[config.mk]
export PLATFORM = sky130hd
export DESIGN_NAME = alu_op_scheduler
export DESIGN_NICKNAME = d
export VERILOG_FILES = /design/src/rtl/alu_op_scheduler.sv
export SDC_FILE = /design/constraint.sdc
export NUM_CORES = 1
export LEC_CHECK = 0
export CAP_MARGIN = 10
export CORE_MARGIN = 2
export CORE_UTILIZATION = 36
export CTS_CLUSTER_SIZE = 10
export DETAILED_ROUTE_END_ITERATION = 12
export GPL_TIMING_DRIVEN = 1
export PLACE_DENSITY = 0.75
export SYNTH_ARGS = -nofsm -noshare
export SYNTH_HDL_FRONTEND = slang
export SYNTH_SLANG_ARGS = --single-unit
[constraint.sdc]
create_clock -name clk_i -period 1.6 [get_ports clk_i]
set_clock_uncertainty 0.2 [all_clocks]
set_input_delay 0.16 -clock clk_i [delete_from_list [all_inputs] [get_ports clk_i]]
set_output_delay 0.16 -clock clk_i [all_outputs]
set_load 0.05 [all_outputs]
[src/rtl/alu_op_scheduler.sv]
// Sequencer between the switch front end and the 6-bit ALU: runs one op or a four-op sweep
// and offers each result on a valid/ready handshake. Optional macro: ALU_SCHED_DIVZERO_EN.
module alu_op_scheduler (
  input  logic        clk_i,
  input  logic        rst_i,
  input  logic        start_i,
  input  logic [5:0]  A_i,
  input  logic [5:0]  B_i,
  input  logic [1:0]  op_i,
  input  logic        sweep_i,
  output logic [5:0]  alu_A_o,
  output logic [5:0]  alu_B_o,
  output logic [1:0]  alu_op_o,
  input  logic [11:0] alu_data_i,
  output logic [11:0] result_o,
  output logic [1:0]  result_op_o,
  output logic        result_valid_o,
  input  logic        result_ready_i,
  output logic        busy_o,
  output logic        div_zero_o
);

  typedef enum logic [1:0] {
    S_IDLE,
    S_DRIVE,
    S_SAMPLE,
    S_HOLD
  } state_t;

  state_t      r_state;
  state_t      w_nextState;

  logic [5:0]  r_A;
  logic [5:0]  r_B;
  logic [1:0]  r_op;
  logic        r_sweep;
  logic [11:0] r_result;
  logic [1:0]  r_resultOp;
  logic        r_divZero;

  logic        w_accept;
  logic        w_transfer;
  logic        w_lastOp;
  logic        w_divZero;
  logic [11:0] w_sampleData;

  assign w_accept   = (r_state == S_IDLE) && start_i;
  assign w_transfer = (r_state == S_HOLD) && result_ready_i;
  assign w_lastOp   = !r_sweep || (r_op == 2'b11);

`ifdef ALU_SCHED_DIVZERO_EN
  // A zero divisor replaces the ALU's divide output with all ones and raises the sticky flag.
  assign w_divZero    = (r_op == 2'b11) && (r_B == 6'd0);
  assign w_sampleData = w_divZero ? 12'hFFF : alu_data_i;
`else
  assign w_divZero    = 1'b0;
  assign w_sampleData = alu_data_i;
`endif

  always_ff @(posedge clk_i) begin
    if (rst_i) begin
      r_state <= S_IDLE;
    end else begin
      r_state <= w_nextState;
    end
  end

  always_comb begin
    w_nextState = r_state;
    case (r_state)
      S_IDLE:   if (start_i) w_nextState = S_DRIVE;
      S_DRIVE:  w_nextState = S_SAMPLE;
      S_SAMPLE: w_nextState = S_HOLD;
      S_HOLD: begin
        if (result_ready_i) begin
          w_nextState = w_lastOp ? S_IDLE : S_DRIVE;
        end
      end
      default:  w_nextState = S_IDLE;
    endcase
  end

  // Operand/opcode latches double as the ALU drive, so they hold their values back in IDLE.
  always_ff @(posedge clk_i) begin
    if (rst_i) begin
      r_A        <= 6'd0;
      r_B        <= 6'd0;
      r_op       <= 2'd0;
      r_sweep    <= 1'b0;
      r_result   <= 12'd0;
      r_resultOp <= 2'd0;
      r_divZero  <= 1'b0;
    end else begin
      if (w_accept) begin
        r_A       <= A_i;
        r_B       <= B_i;
        r_sweep   <= sweep_i;
        r_op      <= sweep_i ? 2'b00 : op_i;
        r_divZero <= 1'b0;
      end
      if (r_state == S_SAMPLE) begin
        r_result   <= w_sampleData;
        r_resultOp <= r_op;
        if (w_divZero) begin
          r_divZero <= 1'b1;
        end
      end
      if (w_transfer && !w_lastOp) begin
        r_op <= r_op + 2'd1;
      end
    end
  end

  assign alu_A_o        = r_A;
  assign alu_B_o        = r_B;
  assign alu_op_o       = r_op;
  assign result_o       = r_result;
  assign result_op_o    = r_resultOp;
  assign result_valid_o = (r_state == S_HOLD);
  assign busy_o         = (r_state != S_IDLE);
  assign div_zero_o     = r_divZero;

endmodule

==> reports/results.ini, run 1 <==
[synthesis]
ys_seq_area_share_pct = 48.8
synth-compound-area-share_pct = 8.85
synth.largest_area_cell = dfxtp_1
yosys_warnings = 0
syn_area_per_cell_um2 = 9.29
yosys-top-cells-area = dfxtp_1 49%, mux2i_1 11%, nand2_1 8.3%, a21oi_1 5.5%, ha_1 4.9%
synth_xor_area_share_pct = 0
synth_simple_gate_area_share_pct = 20.6
ys.flop_type = dfxtp_1
yosys.area.top_type_share_pct = 48.8
synth_fa_ha_area_share_pct = 4.92
synth_cells = 137
ys_ff_latch = 31
synth_mux_area_share_pct = 11.0
syn_nets = 173
synth_area_um2 = 1270
synth_edf_count = 0
synth_top_family_by_area = simple AND/OR/NAND/NOR gates
ys_types = 27
async_reset_ff_share_pct = 0

[clock_network]
root_buffer = clkbuf_4
clk_path_buf_depth = 2
cts_max_level = 2
tritoncts = yes
cts.sinks = 31
clk_latency_ps = 320
cts_buffers = 5
clkTransAtPathRegs_ps = 90

[timing]
period_minus_slack_ps = 1560
setup_violations = 0
timing.fmax_mhz = 639
finalHoldViolations = 0
finalCritPeriodShare_pct = 97.7
maxSlewViolCount = 0
fin_tns_setup_ps = 0
setup_slack_ps = 36.0

[setup_path]
critPathMaxFanout = 5
crit_path_end_kind = flop
critPathLaunch = r_state[1]
cp.arrival_ps = 1610
crit_type = reg2reg
startpoint_type = flop
rr_startpoint = r_state[1]
worst_ep_required_time_ps = 1650

[die]
die-area_um2 = 4030
fp.dieW_um = 63.5
std_cell_rows = 21
io_pins = 62
core-area_um2 = 3360
initial_core_util_pct = 37.8
die_y_um = 63.5

[layout]
syn2layout_area_growth_pct = 58.5
postLayoutCellArea_um2 = 2020
multi_input_area_um2 = 593
final_cell_mix = 30 x clkdlybuf4s50_1, 30 x buf_4, 28 x nand2_1
antenna_cells = 0
ff_latch_area_um2 = 628
layout-drive-gt1-share_pct = 27.5
nNetsFinal = 239
nFillCells = 318
instances_no_fill = 250

[global_route]
grt_use_total_pct = 16.5
grt_pass1_vias = 1147
antenna_found_initial = 0
grt_overflow = 0
grt_pass1_wl_um = 5090
grt_max_degree = 32

[routing]
wl_met2_um = 1580
drt_iter0_markers = 44
drt-total-wl_um = 3080
vias = 1151
dr_wl_met3_um = 184
drc = 0
drt-met1-wl_um = 1260
highest_layer = met4
wl_per_cell_um = 12.3
detail-route-antenna-nets = 0
routed_via_density = 4.60
firstDrtPassIters = 4

[placed_design]
dp_cells = 241
portBuffers = 60
dp_slack_ps = -82.4
place_congestion = 0.780
postPlaceCellArea_um2 = 1940
dp_hpwl_um = 2420

[pwr]
total_power_mw = 3.20
ir_drop_mv = 0.886
power_leakage_nw = 0.837
p_per_area_nw_per_um2 = 1590

[flow_run]
cap_violations = 0

[min_path]
hp-class = in2reg
hp-start = A_i[5]

[outcome]
status = finished clean

path summary, 6_finish.rpt:
kind,to,slack [ps],cells past startpoint
hold reg to reg,alu_A_o[5],260,2
setup / recovery,r_state[0],40,5
hold / removal,alu_A_o[5],180,3
setup reg to reg,r_state[0],40,5
final cells by class:
type | instances | area share (%)
Inverter | 3 | 0.558
Clock inverter | 1 | 0.248
Multi-Input combinational cell | 94 | 29.4
Tap cell | 46 | 2.85
Timing Repair Buffer | 68 | 33.6
Clock buffer | 7 | 2.23
Sequential cell | 31 | 31.1
timing repair:
| item | in CTS | in global routing |
|---|---|---|
| pin swaps | 0 | 1 |
| cloned | 0 | 0 |
| resized for setup | 3 | 5 |
| hold buffers | 0 | 0 |
| setup endpoints to repair | 4 | 10 |
| setup buffers | 0 | 1 |
synth_stat cells (all sizes together), types with 2 or more instances:
library cell,count
a21oi,14
nand2,28
mux2i,14
nor2,16
buf,6
ha,5
inv,3
dfxtp,31
nand4b,2
clkbuf,3
nand3b,2
nor2b,2
state kept, by name, indices dropped and copies added (netlist names):
signal / count
r_sweep: 1
alu_op_o: 2
alu_B_o: 6
alu_A_o: 6
result_o: 12
r_state: 2
result_op_o: 2
metal layers:
metal  up-vias  track usage (%)
li1        585                -
met1       520             18.1
met2        40             28.7
met3         6             5.36
met4         0             7.34
met5         -                0
worst max-delay path, stage by stage (launching register included):
cell and delay (ps):
dfxtp_4 370, inv_1 60, ha_2 200, nor2b_4 140, o31a_1 330, a211oi_2 190
cell families (layout without fill, tap and decap cells):
group / Yosys count / in the layout
AO/OA/AOI/OAI: 19 / 19
flip-flops: 31 / 31
multiplexers: 14 / 14
adder cells (fa/ha/maj): 5 / 5
other: 1 / 1
AND/OR/NAND/NOR: 55 / 55
buffers and inverters: 12 / 79
where the power goes:
group / internal [mW] / total, mW / switching [mW] / leakage (nW)
logic: 0.719 / 1.75 / 1.03 / 0.553
clock network: 0.171 / 0.417 / 0.246 / 0.0293
registers: 0.939 / 1.03 / 0.0914 / 0.255
stage by stage:
stage | hold WS, ps | util (%)
2_1_floorplan | 20.5 | -
3_3_place_gp | 246 | 57.7
3_5_place_dp | 249 | 57.7
4_1_cts | 166 | 59.3
5_1_grt | 169 | 60.0
6_report | 178 | 60.0
Note: power is estimated with default switching activity, not from simulation.
==> run 2, diff against run 1 <==
--- a/config.mk
+++ b/config.mk
@@ -5,13 +5,15 @@
 export SDC_FILE = /design/constraint.sdc
 export NUM_CORES = 1
 export LEC_CHECK = 0
+export ABC_AREA = 1
+export ABC_CLOCK_PERIOD_IN_PS = 1600
 export CAP_MARGIN = 10
-export CORE_MARGIN = 2
-export CORE_UTILIZATION = 36
+export CORE_MARGIN = 8
+export CORE_UTILIZATION = 35
 export CTS_CLUSTER_SIZE = 10
 export DETAILED_ROUTE_END_ITERATION = 12
 export GPL_TIMING_DRIVEN = 1
-export PLACE_DENSITY = 0.75
+export PLACE_DENSITY = 0.74
 export SYNTH_ARGS = -nofsm -noshare
 export SYNTH_HDL_FRONTEND = slang
 export SYNTH_SLANG_ARGS = --single-unit
==> reports/results.ini, run 2 <==
[synthesis]
syn_area_per_cell_um2 = 7.89  ; was 9.29 um2
yosys.area.top_type_share_pct = 49.5  ; was 48.8%
ys.flop_type = dfxtp_1  ; unchanged
synth_common_cells = 56 x nor2_1, 31 x dfxtp_1, 19 x o21ai_0, 12 x o21ai_1, 8 x inv_1  ; was 31 x dfxtp_1, 28 x nand2_1, 16 x nor2_1, 14 x a21oi_1, 14 x mux2i_1
yosys_warnings = 0  ; unchanged
ys_ff_latch = 31  ; unchanged
synth-compound-area-share_pct = 14.2  ; was 8.85%
synth_cells = 159  ; was 137
syn_nets = 195  ; was 173
synth_top_family_by_area = simple AND/OR/NAND/NOR gates  ; unchanged
synth_mux_area_share_pct = 0  ; was 11.0%
synth_fa_ha_area_share_pct = 4.99  ; was 4.92%
async_reset_ff_share_pct = 0  ; unchanged
synth_simple_gate_area_share_pct = 22.7  ; was 20.6%
ys_types = 22  ; was 27
ys_seq_area_share_pct = 49.5  ; was 48.8%
synth_xor_area_share_pct = 0  ; unchanged
yosys-top-cells-area = dfxtp_1 49%, nor2_1 17%, o21ai_0 7.6%, ha_1 5.0%, o21ai_1 4.8%  ; was dfxtp_1 49%, mux2i_1 11%, nand2_1 8.3%, a21oi_1 5.5%, ha_1 4.9%
synth_area_um2 = 1250  ; was 1270 um2
synth.most_common_cell = nor2_1  ; was dfxtp_1
synth.largest_area_cell = dfxtp_1  ; unchanged
synth_edf_count = 0  ; unchanged

[global_route]
grt_use_total_pct = 12.1  ; was 16.5%
grt_pass1_vias = 1198  ; was 1147
grt_overflow = 0  ; unchanged
grt_max_degree = 31  ; was 32
antenna_found_initial = 0  ; unchanged
grt_pass1_wl_um = 5250  ; was 5090 um

[pwr]
p_clk_share_pct = 12.7  ; was 13.0%
ir_drop_mv = 0.990  ; was 0.886 mV
comb_power_share_pct = 57.4  ; was 54.8%
p_per_area_nw_per_um2 = 2030  ; was 1590 nW/um2
swShare_pct = 47.2  ; was 42.8%
power_leakage_nw = 0.892  ; was 0.837 nW
total_power_mw = 4.04  ; was 3.20 mW
power_frac_seq_pct = 29.9  ; was 32.2%
switchingPower_mw = 1.91  ; was 1.37 mW
internal_power_mw = 2.14  ; was 1.83 mW

[layout]
syn2layout_area_growth_pct = 59.0  ; was 58.5%
largest_reg_flops = 12  ; unchanged
final_common_cell = nor2_1
antenna_cells = 0  ; unchanged
nNetsFinal = 258  ; was 239
fin_util_pct = 58.9  ; was 60.0%
final_cell_mix = 56 x nor2_1, 30 x clkdlybuf4s50_1, 29 x dfxtp_1  ; was 30 x clkdlybuf4s50_1, 30 x buf_4, 28 x nand2_1
layout-drive-gt1-share_pct = 23.8  ; was 27.5%

[setup_path]
r2r_end = result_o[4]  ; was r_state[0]
critPathMaxFanout = 4  ; was 5
reg2reg_depth = 6  ; was 5
startpoint_type = flop  ; unchanged
crit_type = reg2out  ; was reg2reg
worst_ep_required_time_ps = 1240  ; was 1650 ps
cp.arrival_ps = 1160  ; was 1610 ps
ff2ff_setup_slack_ps = 170  ; was 40 ps
rr_startpoint = r_state[0]  ; was r_state[1]
crit_path_end_kind = output pin  ; was flop

[timing]
timing.fmax_mhz = 659  ; was 639 MHz
finalHoldViolations = 0  ; unchanged
fin_tns_setup_ps = 0  ; unchanged
maxSlewViolCount = 0  ; unchanged
finalCritPeriodShare_pct = 94.9  ; was 97.7%
setup_slack_ps = 81.8  ; was 36.0 ps
setup_violations = 0  ; unchanged
period_minus_slack_ps = 1520  ; was 1560 ps
rsz0062_at_grt = false

[min_path]
holdPathStages = 3  ; unchanged
hp-start = alu_data_i[6]  ; was A_i[5]
hp-class = in2reg  ; unchanged
whs_endpoint = result_o[6]  ; was alu_A_o[5]

[clock_network]
cts_buffers = 5  ; unchanged
tritoncts = yes  ; unchanged
root_buffer = clkbuf_4  ; unchanged
cts_hold_repair.buffers = 0  ; unchanged
clk_path_buf_depth = 2  ; unchanged
cts.sinks = 31  ; unchanged
cts_max_level = 2  ; unchanged
clkTransAtPathRegs_ps = 90  ; about the same
clk_latency_ps = 320  ; about the same

[routing]
drt-total-wl_um = 3210  ; was 3080 um
drt_iter0_markers = 80  ; was 44
routed_via_density = 4.42  ; was 4.60
wl_per_cell_um = 11.9  ; was 12.3 um
firstDrtPassIters = 4  ; unchanged
vias = 1189  ; was 1151
drc = 0  ; unchanged
detail-route-antenna-nets = 0  ; unchanged

[die]
die-area_um2 = 5760  ; was 4030 um2
initial_core_util_pct = 37.0  ; was 37.8%
die_y_um = 75.9  ; was 63.5 um
std_cell_rows = 21  ; unchanged
fp.dieW_um = 75.9  ; was 63.5 um
core-area_um2 = 3390  ; was 3360 um2
io_pins = 62  ; unchanged

[placed_design]
place_congestion = 0.739  ; was 0.780
portBuffers = 60  ; unchanged
dp_slack_ps = 33.5  ; was -82.4 ps
dp_hpwl_um = 2470  ; was 2420 um

[outcome]
status = finished clean  ; unchanged

[flow_run]
cap_violations = 0  ; unchanged

[run 2: stage by stage]
stage	hold WS (ps)	cells	instance area [um2]
global route	209	269	2000
finish	205	269	2000
floorplan	29.1	159	1260
global placement	266	260	1900
CTS	189	268	1980
detailed placement	277	260	1900
[run 2: worst max path at each step]
stage / depth (start not counted) / end / slack [ps] / start
3_5_place_dp: 5 / result_o[4] / 30 / r_state[0]
6_report: 4 / busy_o / 80 / r_state[0]
3_3_place_gp: 7 / alu_op_o[0] / 80 / r_state[1]
4_1_cts: 4 / busy_o / 20 / r_state[0]
5_1_grt: 4 / busy_o / 7 / r_state[0]
2_1_floorplan: 6 / alu_op_o[0] / 60 / alu_op_o[1]
[run 2: cell families after synthesis]
family	count (synthesis)
flops	31
buf+inv	18
other cells	1
simple gates	69
fa+ha+maj	5
compound gates	35
[run 2: timing repair]
item                                    CTS  global route
endpoints found under the hold margin     0             0
endpoints found under the setup margin    1            14
gates resized for setup                   4             4
buffers inserted                          0             1
[run 2: critical path, cell delays in order, from the launching register on]
cell and delay, ps:
dfxtp_2 370, inv_2 70, ha_4 170, inv_1 90, buf_12 140
[run 2: layer usage]
metal	global-route usage (%)	routed length, um	vias to the layer above
met3	6.45	373	7
met2	18.6	1440	42
met5	0	0	-
li1	-	-	633
met1	13.5	1340	507
met4	5.12	54	0
[run 2: power groups by stage]
stage	clock, mW	sequential [mW]	combinational [mW]
floorplan	0	1.95	0.784
finish	0.514	1.21	2.32
detailed placement	0	1.22	2.28
global placement	0	1.21	2.26
CTS	0.540	1.21	2.32
global route	0.569	1.24	2.52
[run 2: area by class of cell]
| cell class | instances | area, um2 |
|---|---|---|
| fill | 296 | 1390 |
| timing repair buffer | 64 | 656 |
| sequential | 31 | 623 |
| multi-input combinational | 110 | 547 |
| clock buffer | 8 | 68.8 |
| tap | 46 | 57.6 |
| inverter | 10 | 43.8 |
==> run 3, diff against run 2 <==
--- a/config.mk
+++ b/config.mk
@@ -7,7 +7,6 @@
 export LEC_CHECK = 0
 export ABC_AREA = 1
 export ABC_CLOCK_PERIOD_IN_PS = 1600
-export CAP_MARGIN = 10
 export CORE_MARGIN = 8
 export CORE_UTILIZATION = 35
 export CTS_CLUSTER_SIZE = 10
==> results of run 3 <==
No change in the layout: final DEF, timing and power equal those of run 2.
